File: src/rtl/mem_port_arbiter.sv
// mem_port_arbiter
//
// Lets the IF stage (instruction fetch) and the MEM stage (load/store) of the
// 5-stage pipeline share one single-port synchronous memory. Each access goes
// through IDLE -> ISSUE -> WAIT -> RESP. Read data is returned to the
// requester that won, and stall_o freezes the pipeline while any requester is
// still waiting.
//
// Ports:
//   clk_i, rst_i        clock (rising edge), asynchronous active-high reset
//   if_req_i/addr_i     fetch request (level) and address
//   if_rdata_o/ack_o    fetched word (held after ack) and one-cycle ack pulse
//   dm_req_i/we_i       data request (level); we=1 store, we=0 load
//   dm_addr_i/wdata_i   data address and store data
//   dm_rdata_o/ack_o    load data (held after ack) and one-cycle ack pulse
//   stall_o             pipeline freeze request (combinational)
//   mem_en_o            one-cycle access strobe, high in ISSUE
//   mem_we_o            write enable, qualified by mem_en_o
//   mem_addr_o/wdata_o  memory address and write data, held ISSUE..RESP
//   mem_rdata_i         read data, valid MEM_LATENCY cycles after mem_en_o
//
// Optional feature macro: MEM_ARB_ROUND_ROBIN_EN
//   undefined: fixed priority, DM beats IF on simultaneous requests.
//   defined:   on simultaneous requests the requester not served last wins.
//              The last-owner flag resets to IF, so DM wins the first tie.

`timescale 1ns/1ps

module mem_port_arbiter #(
    parameter int unsigned ADDR_WIDTH  = 32,
    parameter int unsigned DATA_WIDTH  = 32,
    parameter int unsigned MEM_LATENCY = 2
) (
    input  logic                  clk_i,
    input  logic                  rst_i,
    input  logic                  if_req_i,
    input  logic [ADDR_WIDTH-1:0] if_addr_i,
    output logic [DATA_WIDTH-1:0] if_rdata_o,
    output logic                  if_ack_o,
    input  logic                  dm_req_i,
    input  logic                  dm_we_i,
    input  logic [ADDR_WIDTH-1:0] dm_addr_i,
    input  logic [DATA_WIDTH-1:0] dm_wdata_i,
    output logic [DATA_WIDTH-1:0] dm_rdata_o,
    output logic                  dm_ack_o,
    output logic                  stall_o,
    output logic                  mem_en_o,
    output logic                  mem_we_o,
    output logic [ADDR_WIDTH-1:0] mem_addr_o,
    output logic [DATA_WIDTH-1:0] mem_wdata_o,
    input  logic [DATA_WIDTH-1:0] mem_rdata_i
);

    if (MEM_LATENCY < 1 || MEM_LATENCY > 15) begin : g_bad_latency
        $error("mem_port_arbiter: MEM_LATENCY must be in 1..15");
    end

    localparam logic [3:0] LatLoad = 4'(MEM_LATENCY - 1);
    localparam logic       OwnerIf = 1'b0;
    localparam logic       OwnerDm = 1'b1;

    typedef enum logic [1:0] {StIdle, StIssue, StWait, StResp} state_e;

    state_e                state_q;
    logic                  owner_q;
    logic [3:0]            cnt_q;
    logic [DATA_WIDTH-1:0] if_rdata_q;
    logic [DATA_WIDTH-1:0] dm_rdata_q;
    logic                  if_ack_q;
    logic                  dm_ack_q;
    logic                  mem_en_q;
    logic                  mem_we_q;
    logic [ADDR_WIDTH-1:0] mem_addr_q;
    logic [DATA_WIDTH-1:0] mem_wdata_q;

    logic pick_dm;
    logic owner_req;

`ifdef MEM_ARB_ROUND_ROBIN_EN
    logic last_owner_q;
    // A lone request always wins; on a tie, favour whoever was not granted last.
    assign pick_dm = dm_req_i & (~if_req_i | (last_owner_q == OwnerIf));
`else
    // The MEM-stage instruction is older, so DM always wins a tie.
    assign pick_dm = dm_req_i;
`endif

    assign owner_req = (owner_q == OwnerDm) ? dm_req_i : if_req_i;

    always_ff @(posedge clk_i or posedge rst_i) begin
        if (rst_i) begin
            state_q     <= StIdle;
            owner_q     <= OwnerIf;
            cnt_q       <= '0;
            if_rdata_q  <= '0;
            dm_rdata_q  <= '0;
            if_ack_q    <= 1'b0;
            dm_ack_q    <= 1'b0;
            mem_en_q    <= 1'b0;
            mem_we_q    <= 1'b0;
            mem_addr_q  <= '0;
            mem_wdata_q <= '0;
`ifdef MEM_ARB_ROUND_ROBIN_EN
            last_owner_q <= OwnerIf;
`endif
        end else begin
            // Strobes are single-cycle pulses unless a state sets them.
            mem_en_q <= 1'b0;
            if_ack_q <= 1'b0;
            dm_ack_q <= 1'b0;
            case (state_q)
                StIdle: begin
                    if (if_req_i || dm_req_i) begin
                        owner_q     <= pick_dm;
                        mem_addr_q  <= pick_dm ? dm_addr_i : if_addr_i;
                        mem_we_q    <= pick_dm & dm_we_i;
                        mem_wdata_q <= pick_dm ? dm_wdata_i : '0;
                        mem_en_q    <= 1'b1;
                        state_q     <= StIssue;
`ifdef MEM_ARB_ROUND_ROBIN_EN
                        last_owner_q <= pick_dm;
`endif
                    end
                end
                StIssue: begin
                    cnt_q   <= LatLoad;
                    state_q <= StWait;
                end
                StWait: begin
                    if (cnt_q == 4'd0) begin
                        state_q <= StResp;
                        // Ack and rdata are registered, so the owner's req is
                        // checked on the capture edge. The rdata registers
                        // serve as the holding register: data is written only
                        // when it will be acked, otherwise it is discarded.
                        if (owner_req) begin
                            if (owner_q == OwnerDm) begin
                                dm_ack_q <= 1'b1;
                                if (!mem_we_q) begin
                                    dm_rdata_q <= mem_rdata_i;
                                end
                            end else begin
                                if_ack_q   <= 1'b1;
                                if_rdata_q <= mem_rdata_i;
                            end
                        end
                    end else begin
                        cnt_q <= cnt_q - 4'd1;
                    end
                end
                StResp: begin
                    state_q <= StIdle;
                end
                default: begin
                    state_q <= StIdle;
                end
            endcase
        end
    end

    assign if_rdata_o  = if_rdata_q;
    assign dm_rdata_o  = dm_rdata_q;
    assign if_ack_o    = if_ack_q;
    assign dm_ack_o    = dm_ack_q;
    assign mem_en_o    = mem_en_q;
    assign mem_we_o    = mem_we_q;
    assign mem_addr_o  = mem_addr_q;
    assign mem_wdata_o = mem_wdata_q;

    // Waiting requesters stall; the ack cycle itself releases the stall.
    assign stall_o = (if_req_i & ~if_ack_q) | (dm_req_i & ~dm_ack_q);

endmodule
File: config.mk
export PLATFORM = sky130hd
export DESIGN_NAME = mem_port_arbiter
export DESIGN_NICKNAME = d
export VERILOG_FILES = /design/src/rtl/mem_port_arbiter.sv
export SDC_FILE = /design/constraint.sdc
export NUM_CORES = 1
export LEC_CHECK = 0
export CAP_MARGIN = 20
export CORE_ASPECT_RATIO = 1.25
export CORE_MARGIN = 2
export CORE_UTILIZATION = 37
export CTS_CLUSTER_DIAMETER = 200
export DETAILED_ROUTE_END_ITERATION = 6
export HOLD_SLACK_MARGIN = 0.08
export PLACE_DENSITY = 0.84
export SYNTH_ARGS = -nofsm -noshare
export SYNTH_HDL_FRONTEND = slang
export SYNTH_SLANG_ARGS = --single-unit
File: constraint.sdc
create_clock -name clk_i -period 5 [get_ports clk_i]
set_input_delay 1 -clock clk_i [delete_from_list [all_inputs] [get_ports clk_i]]
set_output_delay 1 -clock clk_i [all_outputs]
set_load 0.01 [all_outputs]
==> results of run 1 <==
[sequential cells by signal (all words and copies together), names as in the netlist]
register and cells:
mem_wdata_o 32, owner_q 1, if_ack_o 1, mem_addr_o 32
mem_we_o 1, cnt_q 4, state_q 2, if_rdata_o 32
dm_rdata_o 32, dm_ack_o 1, mem_en_o 1
[cells in the final DEF (no fill, tap or decap), drive strengths merged]
cell type,n
mux2i,34
buf,7
or3,1
nand4bb,1
mux2,66
a21oi,1
or3b,1
inv,10
dfrtp,139
clkbuf,22
o32a,1
nor2,1
nand3,35
nor3,2
clkdlybuf4s50,264
nand4b,1
o21ai,34
ha,5
nor3b,1
clkinv,5
o22ai,1
bufinv,4
nand2b,1
nand2,106
[layer usage]
metal | vias to the layer above | wire (um) | GRT usage (%)
li1 | 2108 | - | -
met1 | 2089 | 5699 | 20.73
met2 | 183 | 7181 | 29.70
met3 | 31 | 1213 | 6.324
met4 | 2 | 370 | 7.673
met5 | - | 14 | 0
[worst max-delay path: stages]
cell and delay, ps:
clkdlybuf4s50_1 550, inv_1 80, o22ai_1 220, clkdlybuf4s50_1 600
[per-stage QoR]
step           setup WS, ps  util (%)  std cells  hold WS, ps  power, mW
6_report               1548     61.24        951        463.9      5.537
4_1_cts                1550     61.24        951        467.7      5.613
2_1_floorplan         275.5         -        469        465.7      2.917
3_5_place_dp           1530     56.96        919        454.6      4.230
3_3_place_gp           1487     56.96        919        448.7      4.155
5_1_grt                1505     61.24        951        488.7      5.888
[final timing paths]
path / from / endpoint / cells after the start
min in group asynchronous: rst_i / if_rdata_o[30]$_DFFE_PP0P_ / 2
setup reg to reg: state_q[0]$_DFFE_PP0P_ / if_rdata_o[1]$_DFFE_PP0P_ / 5
hold reg to reg: mem_wdata_o[16]$_DFFE_PP0P_ / mem_wdata_o[16]$_DFFE_PP0P_ / 2
max in group asynchronous: rst_i / mem_addr_o[15]$_DFFE_PP0P_ / 3
setup / recovery: if_req_i / stall_o / 4
hold / removal: mem_wdata_o[16]$_DFFE_PP0P_ / mem_wdata_o[16]$_DFFE_PP0P_ / 2
[cells by family (layout without fill, tap and decap cells)]
kind of cell | after synthesis | after routing
buffers and inverters | 38 | 312
AO/OA/AOI/OAI | 37 | 37
flip-flops | 139 | 139
multiplexers | 100 | 100
adder cells (fa/ha/maj) | 5 | 5
AND/OR/NAND/NOR | 150 | 150
[area by class of cell]
type                       count  share of cell area (%)
timing repair buffer         271                   29.30
inverter                       9                  0.4201
clock inverter                10                   1.748
clock buffer                  22                   5.244
multi-input combinational    292                   22.80
tap                          208                   2.818
sequential                   139                   37.67
[where the power goes]
group          switching (mW)  total [mW]  internal (mW)
combinational           0.932        2.27           1.34
sequential              0.279        1.91           1.64
clock                   0.463        1.35          0.889
total                    1.67        5.54           3.86
==> results.yml, run 1 <==
outcome:
  run_status: "finished clean"
floorplan:
  die_w_um: 115.4
  num_io_pins: 266
  core_area_um2: 15080
  start_util_pct: 38.06
  die_area_um2: 16530
  fp.dieH_um: 143.2
  num_rows: 50
setup_path:
  crit_fanout: 3
  reg2reg_slack_ps: 2430
  required_ps: 4000
  worstSetupEndpointType: "output port"
  worstPathArrival_ps: 2450
  crit_type: "in -> out"
  start_kind: "input port"
logic_synthesis:
  synthTopCellsByArea: "dfrtp_1 (61%), mux2_4 (7.6%), nand2_1 (6.9%), mux2_2 (6.9%), mux2i_1 (5.9%)"
  synth_commonest_cells: "dfrtp_1 (139), nand2_1 (106), mux2_2 (35), nand3_1 (35), mux2i_1 (34)"
  ys_seq_area_share_pct: 60.62
  synth_edf_count: 0
  yosysUniqueCellTypes: 27
  ys_warn_count: 0
  synth_area_leader_cell: "dfrtp_1"
  postSynthAreaPerCell_um2: 12.23
  synth-simple-area-share_pct: 11.16
  ys.flop_type: "dfrtp_1"
  syn_area_um2: 5738
  syn_inst: 469
  synth_nets: 607
  synth_compound_area_share_pct: 3.336
  synth_fa_ha_area_share_pct: 1.090
  synth-seq-cells: 139
  synth_top_family_by_area: "multiplexers"
  async_reset_ff_share_pct: 100.0
  synth_top_area_share_pct: 60.62
  yosysMostFrequentCell: "dfrtp_1"
  yosys.area_share.xor_xnor_pct: 0
  muxShareOfSynthArea_pct: 20.78
drt:
  drcViolationCount: 0
  drt_iter0_drc: 179
  routed_via_density: 4.640
  drtPass1Iterations: 4
  postRouteAntennaNets: 0
  wl_mm: 14.48
  route.vias.total: 4413
  wl_per_cell_um: 15.23
sta:
  period_share_pct: 69.05
  tightestPinTransition_ps: 1083
  max_slew_margin_pct: 27.82
  rsz0062_at_grt: "false"
  fin_setup_tns_ps: 0
  fin_crit_ps: 3452
  slew_viol_final: 0
  fin_skew_ps: 9.258
  setup_viol: 0
  fmax_mhz: 289.7
  hold_viol: 0
grt:
  grtUsageTotal_pct: 17.87
  grt_max_degree: 90
  grt-ovfl-total: 0
  grt_pass1_wl_mm: 22.84
  antenna_found_initial: 1
  grt_pass1_vias: 4445
finish:
  fin_area_um2: 9234
  n_fill_cell: 1211
  fin_nets: 868
  register_area_um2: 3478
  drive_gt1_share_pct: 14.40
  multiInputGateArea_um2: 2106
  diodes: 0
  area.growth.synth_to_final_pct: 60.92
clock_tree:
  numCtsBuffers: 17
  clkSlewWorstSetupHoldPaths_ps: 60
  cts_tree: "done"
  clock_latency_ps: 410
  ctsResizeCount: 0
  cts_max_level: 4
  clockRootBuffer: "clkbuf_16"
  hold_buffers: 0
  post-cts-setup-buffer-count: 0
  cts.sinks: 139
  clockBufferDepth: 2
worst_hold_path:
  hp-class: "reg -> reg"
place:
  dp_hpwl_mm: 10.36
  port_buffers: 265
  place.gp.congestion: 0.7542
  dpl_cell_area_um2: 8588
pwr:
  pwr_density_cell_nw_per_um2: 599.6
  peakVddDrop_v: 0.0002607
  leakagePower_nw: 4.331
flow_run:
  cap_viol_max_count: 0
No activity file was read; power rests on OpenSTA's default activity.
==> run 2, diff against run 1 <==
==> constraint.sdc (replaced) <==
create_clock -name clk_i -period 2.97 [get_ports clk_i]
set_input_delay 0.594 -clock clk_i [delete_from_list [all_inputs] [get_ports clk_i]]
set_output_delay 0.594 -clock clk_i [all_outputs]
set_load 0.01 [all_outputs]
==> results.yml, run 2 (synthesis results as in run 1) <==
pwr:
  leakagePower_nw: 4.311
  peakVddDrop_v: 0.0004807
  pwr_density_cell_nw_per_um2: 1000
finish:
  fin_nets: 870
  n_fill_cell: 1217
  final_cell_mix: "clkdlybuf4s50_1 (264), dfrtp_1 (139), nand2_1 (106)"
  area.growth.synth_to_final_pct: 60.79
  final_common_cell: "clkdlybuf4s50_1"
  drive_gt1_share_pct: 14.63
grt:
  grt_pass1_vias: 4663
  grt_max_degree: 140
  grt-ovfl-total: 0
  grtUsageTotal_pct: 18.29
  antenna_found_initial: 0
  grt_pass1_wl_mm: 23.52
sta:
  max_slew_margin_pct: 47.63
  fin_crit_ps: 2593
  fmax_mhz: 385.6
  setup_viol: 0
  period_share_pct: 87.31
  slew_viol_final: 0
  tightestPinTransition_ps: 785.6
  fin_skew_ps: 6.833
  fin_setup_tns_ps: 0
  hold_ws_ps: 461.1
  hold_viol: 0
  rsz0062_at_grt: "false"
drt:
  postRouteAntennaNets: 0
  routed_via_density: 4.687
  wl_per_cell_um: 15.39
  wl_mm: 14.68
  drtPass1Iterations: 4
  route.vias.total: 4471
  drt_iter0_drc: 227
  drcViolationCount: 0
clock_tree:
  clkSlewWorstSetupHoldPaths_ps: 60
  cts.sinks: 139
  numCtsBuffers: 17
  post-cts-setup-buffer-count: 0
  cts_max_level: 4
  hold_buffers: 0
  clockRootBuffer: "clkbuf_16"
  clock_latency_ps: 410
  cts_tree: "done"
  ctsResizeCount: 0
  clockBufferDepth: 2
setup_path:
  start_kind: "input port"
  worstSetupEndpointType: "output port"
  worstPathArrival_ps: 2000
  crit_type: "in -> out"
  crit_fanout: 3
  required_ps: 2380
  reg2reg_slack_ps: 720
floorplan:
  num_rows: 50
  die_w_um: 115.4
  start_util_pct: 38.06
  num_io_pins: 266
  core_area_um2: 15080
  die_area_um2: 16530
  fp.dieH_um: 143.2
place:
  port_buffers: 265
  dp_hpwl_mm: 10.55
  place.gp.congestion: 0.7366
flow_run:
  cap_viol_max_count: 0
worst_hold_path:
  hp-class: "reg -> reg"
outcome:
  run_status: "finished clean"
==> run 2: metrics by stage <==
stage / cell area (um^2) / instances / utilization, % / power, mW / setup WS [ps]
final: 9226 / 954 / 61.20 / 9.230 / 376.8
after detailed placement: 8615 / 921 / 57.14 / 7.123 / 364.5
after global placement: 8615 / 921 / 57.14 / 6.992 / 391.3
after CTS: 9224 / 953 / 61.18 / 9.358 / 361.3
after floorplan: 5742 / 469 / - / 4.912 / 640.9
after global routing: 9224 / 953 / 61.18 / 9.818 / 313.6
==> run 2: metal layers <==
| layer | up-vias | share of wire, % | track usage (%) |
|---|---|---|---|
| li1 | 2126 | - | - |
| met1 | 2124 | 38 | 19.96 |
| met2 | 191 | 51 | 31.55 |
| met3 | 30 | 8.7 | 7.301 |
| met4 | 0 | 2.5 | 7.166 |
| met5 | - | 0 | 0 |
==> run 2: worst paths after layout <==
| path | from | end | cells past startpoint |
|---|---|---|---|
| worst min register to register | mem_wdata_o[7]$_DFFE_PP0P_ | mem_wdata_o[7]$_DFFE_PP0P_ | 2 |
| max in group asynchronous | rst_i | mem_wdata_o[9]$_DFFE_PP0P_ | 3 |
| min in group asynchronous | rst_i | if_rdata_o[23]$_DFFE_PP0P_ | 3 |
| worst min-delay path | mem_wdata_o[7]$_DFFE_PP0P_ | mem_wdata_o[7]$_DFFE_PP0P_ | 2 |
| worst max-delay path | if_req_i | stall_o | 4 |
| worst max register to register | state_q[0]$_DFFE_PP0P_ | if_rdata_o[10]$_DFFE_PP0P_ | 6 |
==> run 2: where the power goes <==
| part | leakage (nW) | switching [mW] | internal, mW |
|---|---|---|---|
| logic | 2.25 | 1.58 | 2.25 |
| registers | 1.77 | 0.467 | 2.75 |
| clock network | 0.290 | 0.832 | 1.35 |
| total | 4.31 | 2.88 | 6.35 |
==> run 2: critical path: stages <==
cell and delay, ps:
clkdlybuf4s50_1 550, inv_1 90, o22ai_1 190, clkdlybuf4s50_1 570
==> run 2: layout make-up <==
cell class                 instances  area, um^2  share of cell area, %
sequential                       139        3478                  37.70
timing repair buffer             273        2733                  29.62
multi-input combinational        292        2106                  22.82
clock buffer                      19       442.9                  4.801
tap                              208       260.3                  2.821
clock inverter                    13       166.4                  1.804
inverter                           9       37.54                 0.4068
antenna                            1       2.502                0.02712
